[src/rtl/sdiv_seq.sv]
// Sequential radix-2 restoring divider, signed or unsigned.
// One quotient bit per cycle, sign fix-up on the edge into DONE.
module sdiv_seq #(
    parameter int WIDTH = 32
) (
    input  logic             clk,
    input  logic             rst_n,
    input  logic             in_vld,
    output logic             in_rdy,
    input  logic             sgn,
    input  logic [WIDTH-1:0] n,
    input  logic [WIDTH-1:0] d,
    output logic             out_vld,
    input  logic             out_rdy,
    output logic [WIDTH-1:0] q,
    output logic [WIDTH-1:0] r,
    output logic             dbz
);

    localparam int CW = $clog2(WIDTH + 1);

    typedef enum logic [1:0] {
        IDLE,
        CALC,
        DONE
    } state_t;

    state_t           state;
    logic [CW-1:0]    cnt;
    logic [WIDTH-1:0] rem;
    logic [WIDTH-1:0] qr;
    logic [WIDTH-1:0] dm;
    logic             qneg;
    logic             rneg;
    logic             zdiv;

    logic [WIDTH-1:0] nabs;
    logic [WIDTH-1:0] dabs;
    logic [WIDTH:0]   shf;
    logic [WIDTH-1:0] dif;
    logic             ge;

    assign in_rdy  = (state == IDLE);
    assign out_vld = (state == DONE);

    // Operand magnitudes and one restoring step on the widened remainder.
    always_comb begin
        nabs = (sgn && n[WIDTH-1]) ? -n : n;
        dabs = (sgn && d[WIDTH-1]) ? -d : d;
        shf  = {rem, qr[WIDTH-1]};
        ge   = (shf >= {1'b0, dm});
        dif  = shf[WIDTH-1:0] - dm;
    end

    // Control FSM with datapath: accept, iterate WIDTH times, fix up, hold.
    always_ff @(posedge clk or negedge rst_n) begin
        if (!rst_n) begin
            state <= IDLE;
            cnt   <= '0;
            rem   <= '0;
            qr    <= '0;
            dm    <= '0;
            qneg  <= 1'b0;
            rneg  <= 1'b0;
            zdiv  <= 1'b0;
            q     <= '0;
            r     <= '0;
            dbz   <= 1'b0;
        end else begin
            unique case (state)
                IDLE: begin
                    if (in_vld) begin
                        state <= CALC;
                        cnt   <= CW'(WIDTH);
                        rem   <= '0;
                        qr    <= nabs;
                        dm    <= dabs;
                        qneg  <= sgn & (n[WIDTH-1] ^ d[WIDTH-1]);
                        rneg  <= sgn & n[WIDTH-1];
                        zdiv  <= (d == '0);
                    end
                end
                CALC: begin
                    if (cnt != '0) begin
                        cnt <= cnt - 1'b1;
                        rem <= ge ? dif : shf[WIDTH-1:0];
                        qr  <= {qr[WIDTH-2:0], ge};
                    end else begin
                        state <= DONE;
                        q     <= zdiv ? '1 : (qneg ? -qr : qr);
                        r     <= rneg ? -rem : rem;
                        dbz   <= zdiv;
                    end
                end
                DONE: begin
                    if (out_rdy) begin
                        state <= IDLE;
                    end
                end
                default: begin
                    state <= IDLE;
                end
            endcase
        end
    end

endmodule

[config.mk]
export PLATFORM = sky130hd
export DESIGN_NAME = sdiv_seq
export DESIGN_NICKNAME = d
export VERILOG_FILES = /design/src/rtl/sdiv_seq.sv
export SDC_FILE = /design/constraint.sdc
export NUM_CORES = 1
export LEC_CHECK = 0
export ABC_AREA = 0
export CAP_MARGIN = 20
export CORE_MARGIN = 2
export CORE_UTILIZATION = 25
export CTS_BUF_LIST = sky130_fd_sc_hd__clkbuf_4 sky130_fd_sc_hd__clkbuf_8
export DETAILED_ROUTE_END_ITERATION = 8
export PLACE_DENSITY = 0.47
export SYNTH_ARGS = -nofsm -noshare
export SYNTH_HDL_FRONTEND = slang
export SYNTH_SLANG_ARGS = --single-unit
[constraint.sdc]
create_clock -name clk -period 3.1 [get_ports clk]
set_clock_uncertainty 0.15 [all_clocks]
set_input_delay 0.62 -clock clk [delete_from_list [all_inputs] [get_ports clk]]
set_output_delay 0.62 -clock clk [all_outputs]
set_load 0.02 [all_outputs]
==> impl_metrics.tcl <==
set metrics [dict create \
    first_global_vias 10300 \
    postRouteWirelength_um 36600 \
    postSynth.asyncResetShare_pct 100 \
    cap_violations 0 \
    post_synth_inst_count 1376 \
    period_needed_ps 3100 \
    sequential_cell_area_sq_mm 0.00431 \
    startpoint "qr[31]$_DFFE_PN0P_" \
    hold_path_class "flip-flop to flip-flop" \
    tritoncts "yes" \
    timing_max_transition_violations_final 0 \
    setup_repair_after_global_routing_missed_its_margin "true" \
    p_sw_mw 8.83 \
    hold_violations 0 \
    die_area_sq_mm 0.0470 \
    min_from "q[27]$_DFFE_PN0P_" \
    number_of_clock_buffers_inserted_by_tritoncts 17 \
    cp_common_cell "inv_2" \
    critPathRequiredTime_ps 3320 \
    initial_util_pct 25.5 \
    setup_viol_count_final 0 \
    filler_cell_count 4608 \
    powerDensity_mw_per_mm2 1220 \
    place.detailed.instances 2187 \
    crit_path_max_incr_delay_ps 400 \
    yosysUniqueCellTypes 69 \
    synth_seq_area_share_pct 38.0 \
    finalNonFillerCells 2233 \
    htree_num_levels 4 \
    fp.dieW_um 217 \
    fmax_mhz 323 \
    layout-drive-gt1-share_pct 17.5 \
    clkSlewWorstSetupHoldPaths_ps 100 \
    r2r-start "qr[31]$_DFFE_PN0P_" \
    insertion_delay_ps 500 \
    seq_power_share_pct 23.4 \
    grt_antenna_before_repair 0 \
    antenna_cells_inserted 0 \
    critical_path_arrival_ps 3320 \
    design.final.nets 1736 \
    cp_max_fo 3 \
    avgSynthCellArea_sq_um 8.22 \
    worstMarginPinSlew_ps 801 \
    place.detailed.hpwl_um 28700 \
    synth-edff-count 0 \
    cp_slowest_cell "dfrtp_1" \
    kind_of_start_point_of_the_critical_path "flip-flop" \
    io_buffer_count 135 \
    wire_length_of_the_first_global_routing_pass_um 58400 \
    syn_area_sq_mm 0.0113 \
    grt_max_degree 74 \
    clock_path_buffers 2 \
    peakVddDrop_mv 0.375 \
    register_bit_count_reported_by_yosys 172 \
    coreArea_sq_mm 0.0444 \
    floorplan.rows 77 \
    drc 0 \
    detail_route.first_pass.iterations 5 \
    worstSetupEndpointType "flip-flop" \
    root_buffer "clkbuf_8" \
    total_leakage_power_nw 6.40 \
    route.vias.total 10500 \
    vias_per_cell 4.72 \
    power.switching_fraction_pct 47.5 \
    synth_warnings 0 \
    internal-power_mw 9.77 \
    relSlewSlack_pct 46.6 \
    multi_input_area_sq_mm 0.00679 \
    postRouteAntennaNets 0 \
    path_class "flip-flop to flip-flop" \
    post-route-period-util_pct 100 \
    overflow 0 \
    synth_nets 1484 \
    p_clk_share_pct 8.3 \
    timing.critical_path.cells "inv_2, ha_4, inv_2, fa_2, a21o_1, a221o_1, a221oi_4, buf_6, a211oi_4, nor3_2, buf_4, o21ai_4, mux2i_1, nand2_1" \
    globalplace.congestion 0.871 \
    drt_iter0_markers 724 \
    grt.total_usage_pct 15.7 \
    power.combinational.fraction_pct 68.3 \
    synth_top_flop_cell "dfrtp_1" \
    die_height_um 217 \
    clock_sinks 172 \
    wl_per_cell_um 16.4 \
    run_status "finished clean" \
    ioPinCount 136 \
    syn2layout_area_growth_pct 34.7 \
    worst_hold_slack_across_all_endpoints_ps 329 \
]
cell families (layout without fill, tap and decap cells):
group	after synthesis	count (layout)	synth area share, %
adders and majority gates	39	39	4.38
buffers and inverters	145	410	4.83
muxes	7	7	0.619
and+or+nand+nor	442	442	18.5
AOI/OAI and AO/OA	426	426	22.4
DFF	172	172	38.0
xor gates and xnor gates	145	145	11.2
per-layer routing:
layer / vias to the layer above / global-route usage, % / routed length, um
li1: 5347 / - / -
met1: 4976 / 23.4 / 19000
met2: 187 / 23.7 / 15900
met3: 20 / 2.42 / 1290
met4: 0 / 3.40 / 367
met5: - / 0 / 0
registers in the layout (all words and copies together), names as in the netlist, 2 cells and up:
signal,count
rem,32
dm,32
r,32
state,2
cnt,6
qr,32
q,32
worst max-delay path: cells and delay by family, from the launching register on:
kind                     cells  cell delay [ps]
adder cells (fa/ha/maj)      2              500
multiplexers                 1              160
AO/OA/AOI/OAI                5             1050
buffers and inverters        4              480
AND/OR/NAND/NOR              2              250
flip-flops                   1              400
worst paths after layout:
check | to | slack [ps] | depth (start not counted)
min in group asynchronous | dm[8]$_DFFE_PN0P_ | 530 | 2
min | q[27]$_DFFE_PN0P_ | 330 | 2
max in group asynchronous | rem[1]$_DFFE_PN0P_ | 1500 | 3
max | rem[30]$_DFFE_PN0P_ | 1 | 14
min reg2reg | q[27]$_DFFE_PN0P_ | 330 | 2
max reg2reg | rem[30]$_DFFE_PN0P_ | 1 | 14
stage by stage:
stage	power [mW]	TNS [ps]	utilization [%]	worst slack [ps]	instance area, sq um
after floorplan	11.5	0	-	0.712	11300
after global placement	16.2	-10200	32.5	-527	14400
after detailed placement	16.3	-10760	32.5	-535	14400
after CTS	18.0	0	33.5	1.19	14900
after global routing	20.3	-1060	34.3	-155	15200
final	18.6	0	34.3	1.11	15200
power by group through the flow:
stage	logic (mW)	registers [mW]	clock network, mW
2_1_floorplan	6.84	4.63	0
3_3_place_gp	11.9	4.35	0
3_5_place_dp	11.9	4.38	0
4_1_cts	12.1	4.34	1.61
5_1_grt	14.1	4.51	1.70
6_report	12.7	4.34	1.54
timing repair:
item                                   4_1_cts  5_1_grt
setup endpoints to repair                   21       46
gates resized for setup                     19       61
setup buffers                                2        9
gates cloned                                 0        2
endpoints found under the hold margin       59        0
pin swaps                                    7       28
hold buffers                                 1        0
final cells by class:
class	instances	share of cell area [%]
inverter	63	1.55
clock inverter	13	0.673
timing repair buffer	315	18.4
clock buffer	19	1.72
sequential	172	28.3
multi-input combinational	1059	44.6
tap	592	4.86
cell usage after synthesis, types with 4 or more instances:
cell	instances	area, sq um
a32oi_1	8	70.1
ha_1	38	475
a31oi_1	7	43.8
o211ai_1	5	37.5
dfrtp_1	172	4300
mux2i_1	7	70.1
a22oi_1	14	105
o21a_1	4	30.0
a211oi_1	5	37.5
or3_1	22	138
and2_1	10	62.6
or4_1	13	97.6
xor2_1	76	666
inv_1	63	236
nand3_1	35	175
nand2b_1	11	68.8
xnor2_1	69	604
o31ai_1	23	173
o41ai_1	9	78.8
nand2_1	161	604
o21bai_1	4	30.0
o21ai_0	174	871
nor3_1	26	130
or2_2	4	25.0
buf_1	5	18.8
a21oi_1	116	581
nor2b_1	5	31.3
and3_1	7	43.8
o21ai_1	9	45.0
nor2_1	110	413
clkbuf_1	75	282
nand4_1	8	50.1
nor4_1	11	68.8
a21o_1	13	97.6
placed cells by master (no fill, tap or decap), types with 13 or more instances in the layout:
cell and n:
buf_4 169, dfrtp_1 168, o21ai_0 161, nand2_1 159
clkdlybuf4s50_1 134, a21oi_1 113, nor2_1 106, xor2_1 76
xnor2_1 64, inv_1 60, ha_1 36, nand3_1 35
nor3_1 23, o31ai_1 21, o21ai_1 19, clkbuf_8 19
or3_1 14, a22oi_1 14, a21o_1 13
Power figures use the tool's default switching activity.
